### src/rtl/timer0_reg_ctrl.sv
// timer0_reg_ctrl: Timer/Counter0 register file, OCR double-buffering, TIFR0/TIMSK0 flags and IRQ handshake.
// Optional macro TIMER_FORCE_COMPARE_EN adds foc0a/foc0b force-compare strobes.
module timer0_reg_ctrl #(
    parameter int DATA_WIDTH = 8,
    parameter int ADDR_WIDTH = 6,
    parameter logic [ADDR_WIDTH-1:0] ADDR_TIFR0  = 6'h15,
    parameter logic [ADDR_WIDTH-1:0] ADDR_TCCR0A = 6'h24,
    parameter logic [ADDR_WIDTH-1:0] ADDR_TCCR0B = 6'h25,
    parameter logic [ADDR_WIDTH-1:0] ADDR_TCNT0  = 6'h26,
    parameter logic [ADDR_WIDTH-1:0] ADDR_OCR0A  = 6'h27,
    parameter logic [ADDR_WIDTH-1:0] ADDR_OCR0B  = 6'h28,
    parameter logic [ADDR_WIDTH-1:0] ADDR_TIMSK0 = 6'h2E
) (
    input  logic                  clk,
    input  logic                  reset,
    input  logic [ADDR_WIDTH-1:0] bus_addr,
    input  logic                  bus_wr_en,
    input  logic                  bus_rd_en,
    input  logic [DATA_WIDTH-1:0] bus_wdata,
    output logic [DATA_WIDTH-1:0] bus_rdata,
    input  logic [DATA_WIDTH-1:0] tmr_tcnt0,
    input  logic                  tmr_tick,
    output logic [DATA_WIDTH-1:0] mem_tccr0a,
    output logic [DATA_WIDTH-1:0] mem_tccr0b,
    output logic [DATA_WIDTH-1:0] mem_tcnt0,
    output logic [DATA_WIDTH-1:0] mem_ocr0a,
    output logic [DATA_WIDTH-1:0] mem_ocr0b,
    output logic                  irq_req,
    output logic [1:0]            irq_vec,
`ifdef TIMER_FORCE_COMPARE_EN
    output logic                  foc0a,
    output logic                  foc0b,
`endif
    input  logic                  irq_ack
);
    typedef enum logic [1:0] {IDLE, REQ, GAP} state_t;
    state_t                state_q;
    logic [DATA_WIDTH-1:0] tccr0a_q, tcnt0_q, ocra_buf_q, ocra_q, ocra_d, ocrb_buf_q, ocrb_q, ocrb_d, rdata_q, rd_mux;
    logic [DATA_WIDTH-3:0] tccr0b_q;
    logic [2:0]            tifr_q, tifr_d, timsk_q, timsk_d, set_v, clr_v, ack_clr, vec_bit, pend;
    logic                  blk_q, pwm_prev_q, pwm, tick_ok, load_act, unload, irq_req_q;
    logic [1:0]            irq_vec_q;
    logic                  wr_tifr, wr_tccr0a, wr_tccr0b, wr_tcnt0, wr_ocra, wr_ocrb, wr_timsk;
    assign wr_tifr   = bus_wr_en && bus_addr == ADDR_TIFR0;
    assign wr_tccr0a = bus_wr_en && bus_addr == ADDR_TCCR0A;
    assign wr_tccr0b = bus_wr_en && bus_addr == ADDR_TCCR0B;
    assign wr_tcnt0  = bus_wr_en && bus_addr == ADDR_TCNT0;
    assign wr_ocra   = bus_wr_en && bus_addr == ADDR_OCR0A;
    assign wr_ocrb   = bus_wr_en && bus_addr == ADDR_OCR0B;
    assign wr_timsk  = bus_wr_en && bus_addr == ADDR_TIMSK0;
    // WGM0 of 3 or 7 is PWM: only the low two bits (from TCCR0A) decide it
    assign pwm      = tccr0a_q[1:0] == 2'b11;
    assign tick_ok  = tmr_tick && !wr_tcnt0;
    assign load_act = pwm && tick_ok && tmr_tcnt0 == '0;
    assign unload   = pwm_prev_q && !pwm;
    assign ocra_d   = wr_ocra && !pwm ? bus_wdata : (load_act || unload) ? ocra_buf_q : ocra_q;
    assign ocrb_d   = wr_ocrb && !pwm ? bus_wdata : (load_act || unload) ? ocrb_buf_q : ocrb_q;
    assign set_v    = tick_ok ? {!blk_q && tmr_tcnt0 == ocrb_q, !blk_q && tmr_tcnt0 == ocra_q,
                                 tmr_tcnt0 == '0 && tcnt0_q != '0} : 3'b000;
    assign clr_v    = wr_tifr ? bus_wdata[2:0] : 3'b000;
    assign vec_bit  = irq_vec_q == 2'd1 ? 3'b010 : irq_vec_q == 2'd2 ? 3'b100 : irq_vec_q == 2'd3 ? 3'b001 : 3'b000;
    assign ack_clr  = state_q == REQ && irq_ack ? vec_bit : 3'b000;
    assign tifr_d   = ((tifr_q & ~clr_v) | set_v) & ~ack_clr;
    assign timsk_d  = wr_timsk ? bus_wdata[2:0] : timsk_q;
    assign pend     = tifr_q & timsk_q;
    assign rd_mux   = bus_addr == ADDR_TIFR0  ? {{(DATA_WIDTH-3){1'b0}}, tifr_q} :
                      bus_addr == ADDR_TCCR0A ? tccr0a_q :
                      bus_addr == ADDR_TCCR0B ? {2'b00, tccr0b_q} :
                      bus_addr == ADDR_TCNT0  ? tcnt0_q :
                      bus_addr == ADDR_OCR0A  ? ocra_buf_q :
                      bus_addr == ADDR_OCR0B  ? ocrb_buf_q :
                      bus_addr == ADDR_TIMSK0 ? {{(DATA_WIDTH-3){1'b0}}, timsk_q} : '0;
    always_ff @(posedge clk) begin
        if (reset) begin
            tccr0a_q   <= '0;
            tccr0b_q   <= '0;
            tcnt0_q    <= '0;
            ocra_buf_q <= '0;
            ocrb_buf_q <= '0;
            ocra_q     <= '0;
            ocrb_q     <= '0;
            tifr_q     <= '0;
            timsk_q    <= '0;
            blk_q      <= 1'b0;
            pwm_prev_q <= 1'b0;
            rdata_q    <= '0;
        end else begin
            if (wr_tccr0a) tccr0a_q <= bus_wdata;
            if (wr_tccr0b) tccr0b_q <= bus_wdata[DATA_WIDTH-3:0];
            if (wr_tcnt0 || tmr_tick) tcnt0_q <= wr_tcnt0 ? bus_wdata : tmr_tcnt0;
            if (wr_ocra) ocra_buf_q <= bus_wdata;
            if (wr_ocrb) ocrb_buf_q <= bus_wdata;
            ocra_q     <= ocra_d;
            ocrb_q     <= ocrb_d;
            tifr_q     <= tifr_d;
            timsk_q    <= timsk_d;
            blk_q      <= wr_tcnt0 || (blk_q && !tmr_tick);
            pwm_prev_q <= pwm;
            if (bus_rd_en) rdata_q <= rd_mux;
        end
    end
    // Withdraw looks at next-state flags/masks so a clearing write drops irq_req at its own edge
    always_ff @(posedge clk) begin
        if (reset) begin
            state_q   <= IDLE;
            irq_req_q <= 1'b0;
            irq_vec_q <= 2'd0;
        end else begin
            case (state_q)
                IDLE: if (pend != 3'b000) begin
                    irq_req_q <= 1'b1;
                    irq_vec_q <= pend[1] ? 2'd1 : pend[2] ? 2'd2 : 2'd3;
                    state_q   <= REQ;
                end
                REQ: if (irq_ack) begin
                    irq_req_q <= 1'b0;
                    irq_vec_q <= 2'd0;
                    state_q   <= GAP;
                end else if ((vec_bit & tifr_d & timsk_d) == 3'b000) begin
                    irq_req_q <= 1'b0;
                    irq_vec_q <= 2'd0;
                    state_q   <= IDLE;
                end
                default: state_q <= IDLE;
            endcase
        end
    end
`ifdef TIMER_FORCE_COMPARE_EN
    logic foc0a_q, foc0b_q;
    always_ff @(posedge clk) begin
        if (reset) begin
            foc0a_q <= 1'b0;
            foc0b_q <= 1'b0;
        end else begin
            foc0a_q <= wr_tccr0b && bus_wdata[7] && !pwm;
            foc0b_q <= wr_tccr0b && bus_wdata[6] && !pwm;
        end
    end
    assign foc0a = foc0a_q;
    assign foc0b = foc0b_q;
`endif
    assign bus_rdata  = rdata_q;
    assign mem_tccr0a = tccr0a_q;
    assign mem_tccr0b = {2'b00, tccr0b_q};
    assign mem_tcnt0  = tcnt0_q;
    assign mem_ocr0a  = ocra_q;
    assign mem_ocr0b  = ocrb_q;
    assign irq_req    = irq_req_q;
    assign irq_vec    = irq_vec_q;
endmodule

### config.mk
export PLATFORM = sky130hd
export DESIGN_NAME = timer0_reg_ctrl
export DESIGN_NICKNAME = d
export VERILOG_FILES = /design/src/rtl/timer0_reg_ctrl.sv
export SDC_FILE = /design/constraint.sdc
export NUM_CORES = 1
export LEC_CHECK = 0
export CELL_PAD_IN_SITES_DETAIL_PLACEMENT = 1
export CELL_PAD_IN_SITES_GLOBAL_PLACEMENT = 1
export CORE_ASPECT_RATIO = 1.1
export CORE_MARGIN = 2
export CORE_UTILIZATION = 35
export DETAILED_ROUTE_END_ITERATION = 10
export PLACE_DENSITY = 0.79
export RECOVER_POWER = 50
export SLEW_MARGIN = 30
export SYNTH_ARGS = -nofsm -noshare
export SYNTH_HDL_FRONTEND = slang
export SYNTH_SLANG_ARGS = --single-unit
### constraint.sdc
create_clock -name clk -period 1.65 [get_ports clk]
set_input_delay 0.165 -clock clk [delete_from_list [all_inputs] [get_ports clk]]
set_output_delay 0.165 -clock clk [all_outputs]
set_load 0.05 [all_outputs]
==> results of run 1 <==
-- registers in the layout, summed over array words and instances, names as in the netlist --
register,flops
blk_q,1
ocra_buf_q,8
ocrb_buf_q,8
tccr0b_q,6
mem_tccr0a,8
irq_vec,2
bus_rdata,8
irq_req,1
state_q,2
pwm_prev_q,1
timsk_q,3
mem_tcnt0,8
mem_ocr0a,8
tifr_q,3
mem_ocr0b,8
-- placed cells by master, fill, tap and decap left out, drive strengths merged, types with 9 or more instances in the layout --
cell type,instances
buf,130
dfxtp,75
nor2,66
mux2i,49
a21oi,32
a211oi,24
xnor2,16
clkbuf,15
nand2,12
nand3,10
o21ai,10
nand2b,9
clkdlybuf4s50,9
dlygate4sd2,9
-- worst min path at each step --
| stage | start | end | slack (ns) |
|---|---|---|---|
| after floorplan | bus_wdata[3] | mem_tccr0a[3] | 0.31 |
| after global placement | blk_q | blk_q | 0.46 |
| after detailed placement | bus_rdata[5] | bus_rdata[5] | 0.47 |
| after CTS | reset | mem_ocr0b[1] | 0.28 |
| after global routing | reset | mem_ocr0a[7] | 0.31 |
| final | reset | mem_ocr0a[7] | 0.30 |
-- cell families (layout without fill, tap and decap cells) --
| kind of cell | count (synthesis) | in the layout | synth area share [%] |
|---|---|---|---|
| compound gates | 100 | 100 | 18.5 |
| xor+xnor | 16 | 16 | 3.73 |
| buf+inv | 33 | 180 | 4.33 |
| flops | 75 | 75 | 40.0 |
| mux | 55 | 55 | 14.9 |
| other cells | 1 | 2 | 0.0999 |
| simple gates | 132 | 132 | 18.5 |
-- synthesized netlist by cell type, drive strengths merged, types with 7 or more instances --
| cell | number | area, µm² |
|---|---|---|
| buf | 13 | 87.6 |
| clkbuf | 13 | 48.8 |
| nand4 | 7 | 43.8 |
| a21oi | 32 | 160 |
| dfxtp | 75 | 1500 |
| a211oi | 24 | 180 |
| nor2 | 66 | 248 |
| nand2 | 12 | 45.0 |
| o21ai | 10 | 61.3 |
| xnor2 | 16 | 140 |
| o31ai | 7 | 52.6 |
| inv | 7 | 26.3 |
| nand3 | 10 | 55.1 |
| nand2b | 9 | 56.3 |
| mux2i | 49 | 490 |
-- timing repair --
action / 4_1_cts / 5_1_grt
gates resized for setup: 42 / 41
buffers inserted: 6 / 3
cloned: 1 / 0
endpoints found under the hold margin: 0 / 0
pin swaps: 14 / 17
setup endpoints to repair: 41 / 23
-- tightest hold or removal path, cell delays in order --
cell and delay, ns:
buf_2 0.13, buf_4 0.23, a211oi_2 0.05
-- final cells by class --
class,count,area [µm²],share of cell area [%]
clock inverters,4,71.3,1.24
clock buffers,12,256,4.45
inverters,7,26.3,0.456
flip-flops and latches,75,1540,26.8
multi-input cells,305,2370,41.2
repair buffers,157,1310,22.7
well taps,143,179,3.11
-- power breakdown --
part           switching, µW  internal (µW)  total, µW
registers               18.0           1830       1850
logic                    356            252        608
clock network            783           1410       2190
-- layer usage --
layer / global-route usage, % / up-vias
met1: 32.7 / 1934
li1: - / 1787
met2: 45.1 / 149
met5: 0 / -
met3: 4.42 / 48
met4: 9.91 / 0
-- through the flow --
stage          setup WS [ns]  setup TNS (ns)  utilization [%]  total power (µW)
5_1_grt               -0.122           -1.20             55.2              4790
3_3_place_gp          -0.580          -22.97             48.4              2420
3_5_place_dp          -0.600          -25.32             48.4              2440
4_1_cts             -0.00446        -0.00446             53.3              4630
6_report             -0.0240         -0.0240             55.2              4650
2_1_floorplan        0.00575               0                -              2130
==> metrics.log, run 1 <==
[metrics] result of the run: finished, violations left
[metrics] violations in the final reports: negative setup slack
[metrics] Post-layout nets: 583
[metrics] global-route usage over all layers: a little over a quarter
[metrics] Hold Buf Count CTS: 0
[metrics] Inserted Clock Buffers: 9
[metrics] number of ports placed on the die boundary: 79
[metrics] pin slew with the least headroom to its limit: slightly above 0.6 ns
[metrics] worst setup path end: mem_ocr0a[7]
[metrics] hold crit path type: in2reg
[metrics] pin count of the biggest net entering global routing: 54
[metrics] CTS H-tree lvls: 3
[metrics] relative max-transition margin: 58.6%
[metrics] setup clock skew after layout: 0.0102 ns
[metrics] end of the worst register-to-register path: irq_req
[metrics] path depth of the worst reg2reg path: 6
[metrics] TritonCTS clock tree: built
[metrics] portion of the clock cycle consumed by the worst path in the final layout: 101%
[metrics] Seq/Total Area, Yosys: 40.0%
[metrics] site row count: 39
[metrics] clock insertion delay at the later pin of the skew report: 0.33 ns
[metrics] Power Density: 807 mW/mm²
[metrics] final slew viol count: 0
[metrics] diodes inserted: 0
[metrics] via count of the first global-routing pass: 4012
[metrics] max capacitance violation total: 0
[metrics] required time at the worst-slack endpoint: approximately 1.9 ns
[metrics] total detailed-routing wirelength: 15.6 mm
[metrics] Unique masters post-synth: 46
[metrics] summed area of non-filler cells in the final layout: approximately 0.0058 mm²
[metrics] CP max-delay cell: bufbuf_16
[metrics] number of instances in the synthesized netlist: 412
[metrics] routability congestion estimate from global placement: 0.838
[metrics] post-route minimum period: 1.67 ns
[metrics] estimated wirelength of the detail-placed design: approximately 11 mm
[metrics] number of iterations in the first detailed-routing pass: 4
[metrics] maximum number of buffers from clock root to sink: 2
[metrics] wire length on met1: 6.22 mm
[metrics] Vias/cell: 5.57
[metrics] Max Clock Freq: 0.597 GHz
[metrics] Top Layer Used: met4
[metrics] number of standard cells in the layout, taps in and fillers out: 703
[metrics] antenna violations before repair: 0
[metrics] register bit count reported by yosys: 75
[metrics] starting DRC count in detailed routing: 233
[metrics] Critical Path Max Stage Delay: 0.31 ns
[metrics] clock slew at the register clock pins of the worst setup and hold paths: about 0.06 ns
[metrics] die width: between 100 and 150 µm
[metrics] CP Max Fanout: 6
[metrics] aggregate global routing overflow: 0
[metrics] critical path endpoint category: flip-flop
[metrics] Initial Utilization: 35.9%
[metrics] clock net sink count: 75
[metrics] average size of a mapped cell: 9.11 µm²
[metrics] per-cell routed wire length: 22.2 µm
[metrics] floorplan core area: ~0.010 mm²
[metrics] stages on the worst setup path: 8
[metrics] cell area after placement: 0.00505 mm²
[metrics] synth-to-layout area growth: 53.5%
[metrics] Critical R2R Launch: mem_ocr0a[0]
[metrics] final number of hold-violating endpoints: 0
[metrics] Die Outline Area: around 0.012 mm²
[metrics] vias post-DR: 3918
[metrics] amount of wire on met2 after detailed routing: 7.81 mm
[metrics] Cells on Worst Hold Path: 3
[metrics] Synth warnings: 0
[metrics] number of filler cells placed in the layout: 1195
[metrics] area of the mapped netlist: 0.00375 mm²
[metrics] cell-by-cell trace of the critical path: dlygate4sd2_1 > nor4_2 > buf_4 > o2111ai_4 > o21ai_4 > bufbuf_16 > mux2i_2 > a211oi_2
[metrics] critical path type: in2reg
[metrics] routed length on met3: 851 µm
[metrics] WHS: 0.300 ns
[metrics] antenna violation net count after detailed routing: 0
[metrics] number of buffers and inverters on the critical path: 3
[metrics] most used flip-flop cell after synthesis: dfxtp_1
[metrics] remaining design rule violation count: 0
[metrics] Crit. Startpoint: tmr_tcnt0[5]
[metrics] register-to-register setup slack: 0 ns
[metrics] number of failing setup endpoints in the final timing report: 1
[metrics] number of enable-type register cells in the synthesized netlist: 0
[metrics] unrepaired setup endpoints after global routing: yes
[metrics] Root Driver: clkbuf_16
[metrics] global-route wire length before repair: between 20 and 25 mm
[metrics] Final WS setup: -0.0240 ns
[metrics] maximum ir drop on the vdd rail: between 0.0004 and 0.0005 V
[metrics] number of port buffers: 76
[metrics] kind of cell adding the most delay to the critical path: buffers and inverters
[metrics] die extent in y: 113 µm
[metrics] leakage power figure: between 0.002 and 0.0025 µW
[metrics] share of cells above drive strength 1: 40.4%
[metrics] number of instances in the placed design: 678
[metrics] launching element type of the critical path: input pin
[metrics] crit path DAT: 1.89 ns
[metrics] share of synthesized flip-flops with an asynchronous set or reset: 0%
(Power assumes the default switching activity.)
==> run 2, diff against run 1 <==
--- a/config.mk
+++ b/config.mk
@@ -5,7 +5,7 @@
 export SDC_FILE = /design/constraint.sdc
 export NUM_CORES = 1
 export LEC_CHECK = 0
-export CELL_PAD_IN_SITES_DETAIL_PLACEMENT = 1
+export CELL_PAD_IN_SITES_DETAIL_PLACEMENT = 0
 export CELL_PAD_IN_SITES_GLOBAL_PLACEMENT = 1
 export CORE_ASPECT_RATIO = 1.1
 export CORE_MARGIN = 2
==> run 2 against run 1 <==
The flow still finishes with violations (negative setup slack). Maximum frequency down 0.46%. Sequential cell count unchanged. Highest routed layer unchanged. Hold slack worse by 0.042 ns. Register-to-register slack worse by 0.03 ns. Routed wire length down 17%. Global-route usage down 3.8 points. Cell count down 0.43%. Via count down 5.2%. Die area unchanged. Critical path depth down 2. Final area down 6.8%. Critical endpoint is now irq_vec[0]. Largest cell class unchanged.
==> metrics.log, run 2 (synthesis results as in run 1) <==
[metrics] most common library cell in the layout ignoring fill and taps: buf_4
[metrics] setup clock skew after layout: 0.0110 ns
[metrics] footprint of the multi-input gates: 0.00223 mm²
[metrics] Final WS setup: -0.0317 ns
[metrics] kind of cell adding the most delay to the critical path: compound AO/OA/AOI/OAI gates
[metrics] global-route usage over all layers: 22.5%
[metrics] vias post-DR: between 3000 and 4000
[metrics] Setup WS pre-CTS: -0.592 ns
[metrics] max capacitance violation total: 0
[metrics] CTS H-tree lvls: 3
[metrics] Die Outline Area: 0.0116 mm²
[metrics] estimated wirelength of the detail-placed design: approximately 9.6 mm
[metrics] Initial Utilization: between 30% and 40%
[metrics] number of buffers and inverters on the critical path: 1
[metrics] result of the run: finished, violations left
[metrics] pin slew with the least headroom to its limit: 0.612 ns
[metrics] commonest non-fill, non-tap cells in the layout: 71 x buf_4, 65 x nor2_1, 51 x clkbuf_1
[metrics] clock insertion delay at the later pin of the skew report: 0.34 ns
[metrics] antenna violation net count after detailed routing: 0
[metrics] final number of hold-violating endpoints: 0
[metrics] launching element type of the critical path: flip-flop
[metrics] violations in the final reports: negative setup slack
[metrics] CP Max Fanout: 4
[metrics] TritonCTS clock tree: built
[metrics] critical path endpoint category: flip-flop
[metrics] clock net sink count: 75
[metrics] leakage power figure: 0.00211 µW
[metrics] final slew viol count: 0
[metrics] FF/Latch Area: 0.00154 mm²
[metrics] share of cells above drive strength 1: 27.8%
[metrics] relative max-transition margin: 59.4%
[metrics] sw power: roughly 1100 µW
[metrics] die extent in y: 113 µm
[metrics] Critical Path Max Stage Delay: 0.36 ns
[metrics] Max Clock Freq: 0.595 GHz
[metrics] clock slew at the register clock pins of the worst setup and hold paths: around 0.060 ns
[metrics] internal power: 3420 µW
[metrics] cell area after placement: 0.00505 mm²
[metrics] Post-layout nets: 580
[metrics] die width: 103 µm
[metrics] fraction of power consumed by sequential logic: ~40%
[metrics] starting DRC count in detailed routing: 190
[metrics] floorplan core area: about 0.010 mm²
[metrics] number of port buffers: 76
[metrics] via count of the first global-routing pass: 3623
[metrics] switching part of the total: 24.6%
[metrics] number of ports placed on the die boundary: 79
[metrics] global-route wire length before repair: 19.7 mm
[metrics] summed area of non-filler cells in the final layout: around 0.0054 mm²
[metrics] pin count of the biggest net entering global routing: 54
[metrics] core occupancy in the finished layout: 51.4%
[metrics] routability congestion estimate from global placement: 0.838
[metrics] aggregate global routing overflow: 0
[metrics] antenna violations before repair: 0
[metrics] sum of negative setup slack: -0.0563 ns
[metrics] synth-to-layout area growth: 43.0%
[metrics] Power Density: approximately 840 mW/mm²
[metrics] total detailed-routing wirelength: 12.9 mm
[metrics] hold crit path type: in2reg
[metrics] register-to-register setup slack: -0.03 ns
[metrics] diodes inserted: 0
[metrics] Root Driver: clkbuf_16
[metrics] maximum number of buffers from clock root to sink: 2
[metrics] number of failing setup endpoints in the final timing report: 2
[metrics] critical path type: reg2reg
[metrics] number of filler cells placed in the layout: about 1000
[metrics] site row count: 39
[metrics] Vias/cell: 5.31
[metrics] portion of the clock cycle consumed by the worst path in the final layout: 102%
[metrics] Combinational Power Share: 12.1%
[metrics] power share of the clock group: 47.2%
[metrics] number of iterations in the first detailed-routing pass: 5
[metrics] unrepaired setup endpoints after global routing: yes
[metrics] maximum ir drop on the vdd rail: roughly 0.00041 V
[metrics] crit path DAT: 1.93 ns
[metrics] CP max-delay cell: o31ai_2
[metrics] Inserted Clock Buffers: 9
[metrics] remaining design rule violation count: 0
[metrics] post-route minimum period: 1.68 ns
[metrics] per-cell routed wire length: between 15 and 20 µm
[metrics] required time at the worst-slack endpoint: between 1.5 and 2 ns
[metrics] cell-by-cell trace of the critical path: xnor2_2 > nand4_1 > o31ai_2 > a32oi_1 > buf_4 > a311oi_2
==> run 2: path summary, 6_finish.rpt <==
kind                     start            to  depth (start not counted)
hold / removal           reset  mem_ocr0b[0]                          3
setup reg to reg  mem_ocr0a[0]    irq_vec[0]                          6
hold reg to reg          blk_q         blk_q                          2
setup / recovery  mem_ocr0a[0]    irq_vec[0]                          6
==> run 2: through the flow <==
| stage | std cells | power [µW] | hold WS [ns] |
|---|---|---|---|
| finish | 700 | 4540 | 0.258 |
| global route | 700 | 4670 | 0.270 |
| CTS | 699 | 4570 | 0.251 |
| detailed placement | 678 | 2430 | 0.463 |
| global placement | 678 | 2420 | 0.461 |
| floorplan | 413 | 2130 | 0.309 |
==> run 2: routing by layer <==
layer,global-route usage [%],part of all wire [%],vias to the layer above
li1,-,-,1779
met1,29.2,43,1775
met2,36.9,49,134
met3,4.11,5.5,26
met4,8.42,3.0,0
met5,0,0,-
==> run 2: layout make-up <==
class | instances | area share (%)
multi-input combinational | 305 | 41.5
tap | 143 | 3.33
clock buffer | 12 | 4.59
clock inverter | 4 | 1.38
inverter | 7 | 0.490
sequential | 75 | 28.8
timing repair buffer | 154 | 20.0
==> run 2: timing repair <==
action / 4_1_cts / 5_1_grt
setup buffers: 5 / 1
pin swaps: 14 / 12
gates resized for setup: 41 / 9
hold buffers: 0 / 0
endpoints found under the setup margin: 41 / 5
==> run 2: power groups by stage <==
stage	Combinational, µW	Sequential, µW	Clock (µW)
4_1_cts	558	1850	2160
5_1_grt	580	1850	2240
2_1_floorplan	175	1960	0
3_3_place_gp	535	1890	0
6_report	549	1850	2140
3_5_place_dp	539	1890	0
==> run 2: worst reg2reg max path: stages, from the launching register on <==
cell,delay (ns)
dfxtp_2,0.35
xnor2_2,0.11
nand4_1,0.20
o31ai_2,0.36
a32oi_1,0.15
buf_4,0.18
a311oi_2,0.25
==> run 3, diff against run 2 <==
--- a/config.mk
+++ b/config.mk
@@ -11,8 +11,7 @@
 export CORE_MARGIN = 2
 export CORE_UTILIZATION = 35
 export DETAILED_ROUTE_END_ITERATION = 10
-export PLACE_DENSITY = 0.79
-export RECOVER_POWER = 50
+export PLACE_DENSITY_LB_ADDON = 0.1
 export SLEW_MARGIN = 30
 export SYNTH_ARGS = -nofsm -noshare
 export SYNTH_HDL_FRONTEND = slang
==> run 3 against run 2 <==
The flow still finishes with violations (negative setup slack). Sequential share of layout area is 1.2 points lower. Sequential power about the same. Die area unchanged. Sequential cell count stayed put. Setup slack improved by 0.0092 ns. Critical path depth unchanged. Combinational power up 3%. Final area increased by 4.3%. Clock-buffer cell count grew 1. Register-to-register slack barely moved. Maximum frequency grew 0.55%. Via count is 1.1% lower.
==> metrics.log, run 3 (synthesis results as in run 1) <==
[metrics] vias post-DR: 3673
[metrics] Max Clock Freq: 0.598 GHz
[metrics] total detailed-routing wirelength: 13.1 mm
[metrics] required time at the worst-slack endpoint: 1.88 ns
[metrics] number of port buffers: 76
[metrics] number of instances in the placed design: 680
[metrics] pin slew with the least headroom to its limit: just over 0.5 ns
[metrics] routability congestion estimate from global placement: 0.844
[metrics] hold crit path type: in2reg
[metrics] number of failing setup endpoints in the final timing report: 1
[metrics] number of standard cells in the layout, taps in and fillers out: 701
[metrics] critical path type: reg2reg
[metrics] pin count of the biggest net entering global routing: 51
[metrics] violations in the final reports: negative setup slack
[metrics] launching element type of the critical path: flip-flop
[metrics] Hold Buf Count CTS: 0
[metrics] crit path DAT: 1.91 ns
[metrics] post-route minimum period: ~1.7 ns
[metrics] floorplan core area: roughly 0.010 mm²
[metrics] number of ports placed on the die boundary: 79
[metrics] final slew viol count: 0
[metrics] maximum ir drop on the vdd rail: 0.000396 V
[metrics] Power Density: 808 mW/mm²
[metrics] critical path endpoint category: flip-flop
[metrics] final number of hold-violating endpoints: 0
[metrics] synth-to-layout area growth: 49.2%
[metrics] relative max-transition margin: 65.5%
[metrics] aggregate global routing overflow: 0
[metrics] number of iterations in the first detailed-routing pass: 4
[metrics] commonest non-fill, non-tap cells in the layout: 117 x buf_4, 65 x nor2_1, 49 x mux2i_1, 49 x dfxtp_1, 32 x a21oi_1
[metrics] antenna violations before repair: 0
[metrics] final total power: around 4500 µW
[metrics] Root Driver: clkbuf_16
[metrics] clock insertion delay at the later pin of the skew report: 0.34 ns
[metrics] Vias/cell: 5.24
[metrics] leakage power figure: 0.00232 µW
[metrics] Die Outline Area: 0.0116 mm²
[metrics] clock slew at the register clock pins of the worst setup and hold paths: 0.06 ns
[metrics] diodes inserted: 0
[metrics] Initial Utilization: 35.9%
[metrics] sum of negative setup slack: -0.0224 ns
[metrics] CTS H-tree lvls: 3
[metrics] site row count: 39
[metrics] clock net sink count: 75
[metrics] TritonCTS clock tree: built
[metrics] result of the run: finished, violations left
[metrics] Cells on Worst Hold Path: 3
[metrics] global-route usage over all layers: 23.2%
[metrics] WHS: around 0.24 ns
[metrics] unrepaired setup endpoints after global routing: yes
[metrics] setup clock skew after layout: roughly 0.0072 ns
[metrics] Post-layout nets: 581
[metrics] starting DRC count in detailed routing: 203
[metrics] path depth of the worst reg2reg path: 6
[metrics] most common library cell in the layout ignoring fill and taps: buf_4
[metrics] share of cells above drive strength 1: 38.0%
[metrics] antenna violation net count after detailed routing: 0
[metrics] Inserted Clock Buffers: 9
[metrics] estimated wirelength of the detail-placed design: 9.76 mm
[metrics] global-route wire length before repair: 20.0 mm
[metrics] maximum number of buffers from clock root to sink: 2
[metrics] die width: 103 µm
[metrics] max capacitance violation total: 0
[metrics] remaining design rule violation count: 0
[metrics] portion of the clock cycle consumed by the worst path in the final layout: 101%
[metrics] per-cell routed wire length: 18.8 µm
[metrics] via count of the first global-routing pass: 3525
[metrics] CP Max Fanout: 4
[metrics] die extent in y: 113 µm
[metrics] core occupancy in the finished layout: 53.6%
[metrics] Final WS setup: -0.0224 ns
[run 3: final cells by class]
class / count / area [µm²]
clock inverter: 3 / 42.5
timing repair buffer: 155 / 1280
multi-input combinational: 305 / 2240
tap: 143 / 179
sequential: 75 / 1550
fill: 1065 / 4840
clock buffer: 13 / 282
inverter: 7 / 26.3
[run 3: routing by layer]
metal	wire length (µm)	share of wire (%)	GRT usage (%)
met3	643	4.9	3.49
met5	0	0	0
met2	6450	49	38.0
met1	5860	45	31.3
met4	184	1.4	7.37
[run 3: timing repair]
action | 4_1_cts | 5_1_grt
endpoints found under the hold margin | 0 | 0
endpoints found under the setup margin | 43 | 22
gates resized for setup | 33 | 36
cloned | 1 | 0
pin swaps | 14 | 22
setup buffers | 2 | 2
[run 3: worst paths after layout]
check,from,slack [ns],to
min,tmr_tcnt0[1],0.24,mem_tcnt0[1]
max reg2reg,mem_ocr0a[7],-0.02,irq_vec[1]
min reg2reg,blk_q,0.48,blk_q
max,mem_ocr0a[7],-0.02,irq_vec[1]
[run 3: power breakdown]
group | internal, µW | switching (µW)
clock | 1340 | 769
combinational | 240 | 328
sequential | 1830 | 15.0
total | 3410 | 1110
[run 3: through the flow]
stage               instance area, µm²  setup slack [ns]
CTS                               5500          -0.00157
detailed placement                5080            -0.561
finish                            5600           -0.0224
global route                      5600            -0.104
floorplan                         3800           0.00575
global placement                  5080            -0.520
[run 3: critical path, stage by stage (launching register included)]
cell	delay, ns
dfxtp_4	0.35
xnor2_2	0.12
nand4_1	0.21
o31ai_4	0.30
a32oi_1	0.12
buf_4	0.17
a311oi_2	0.29
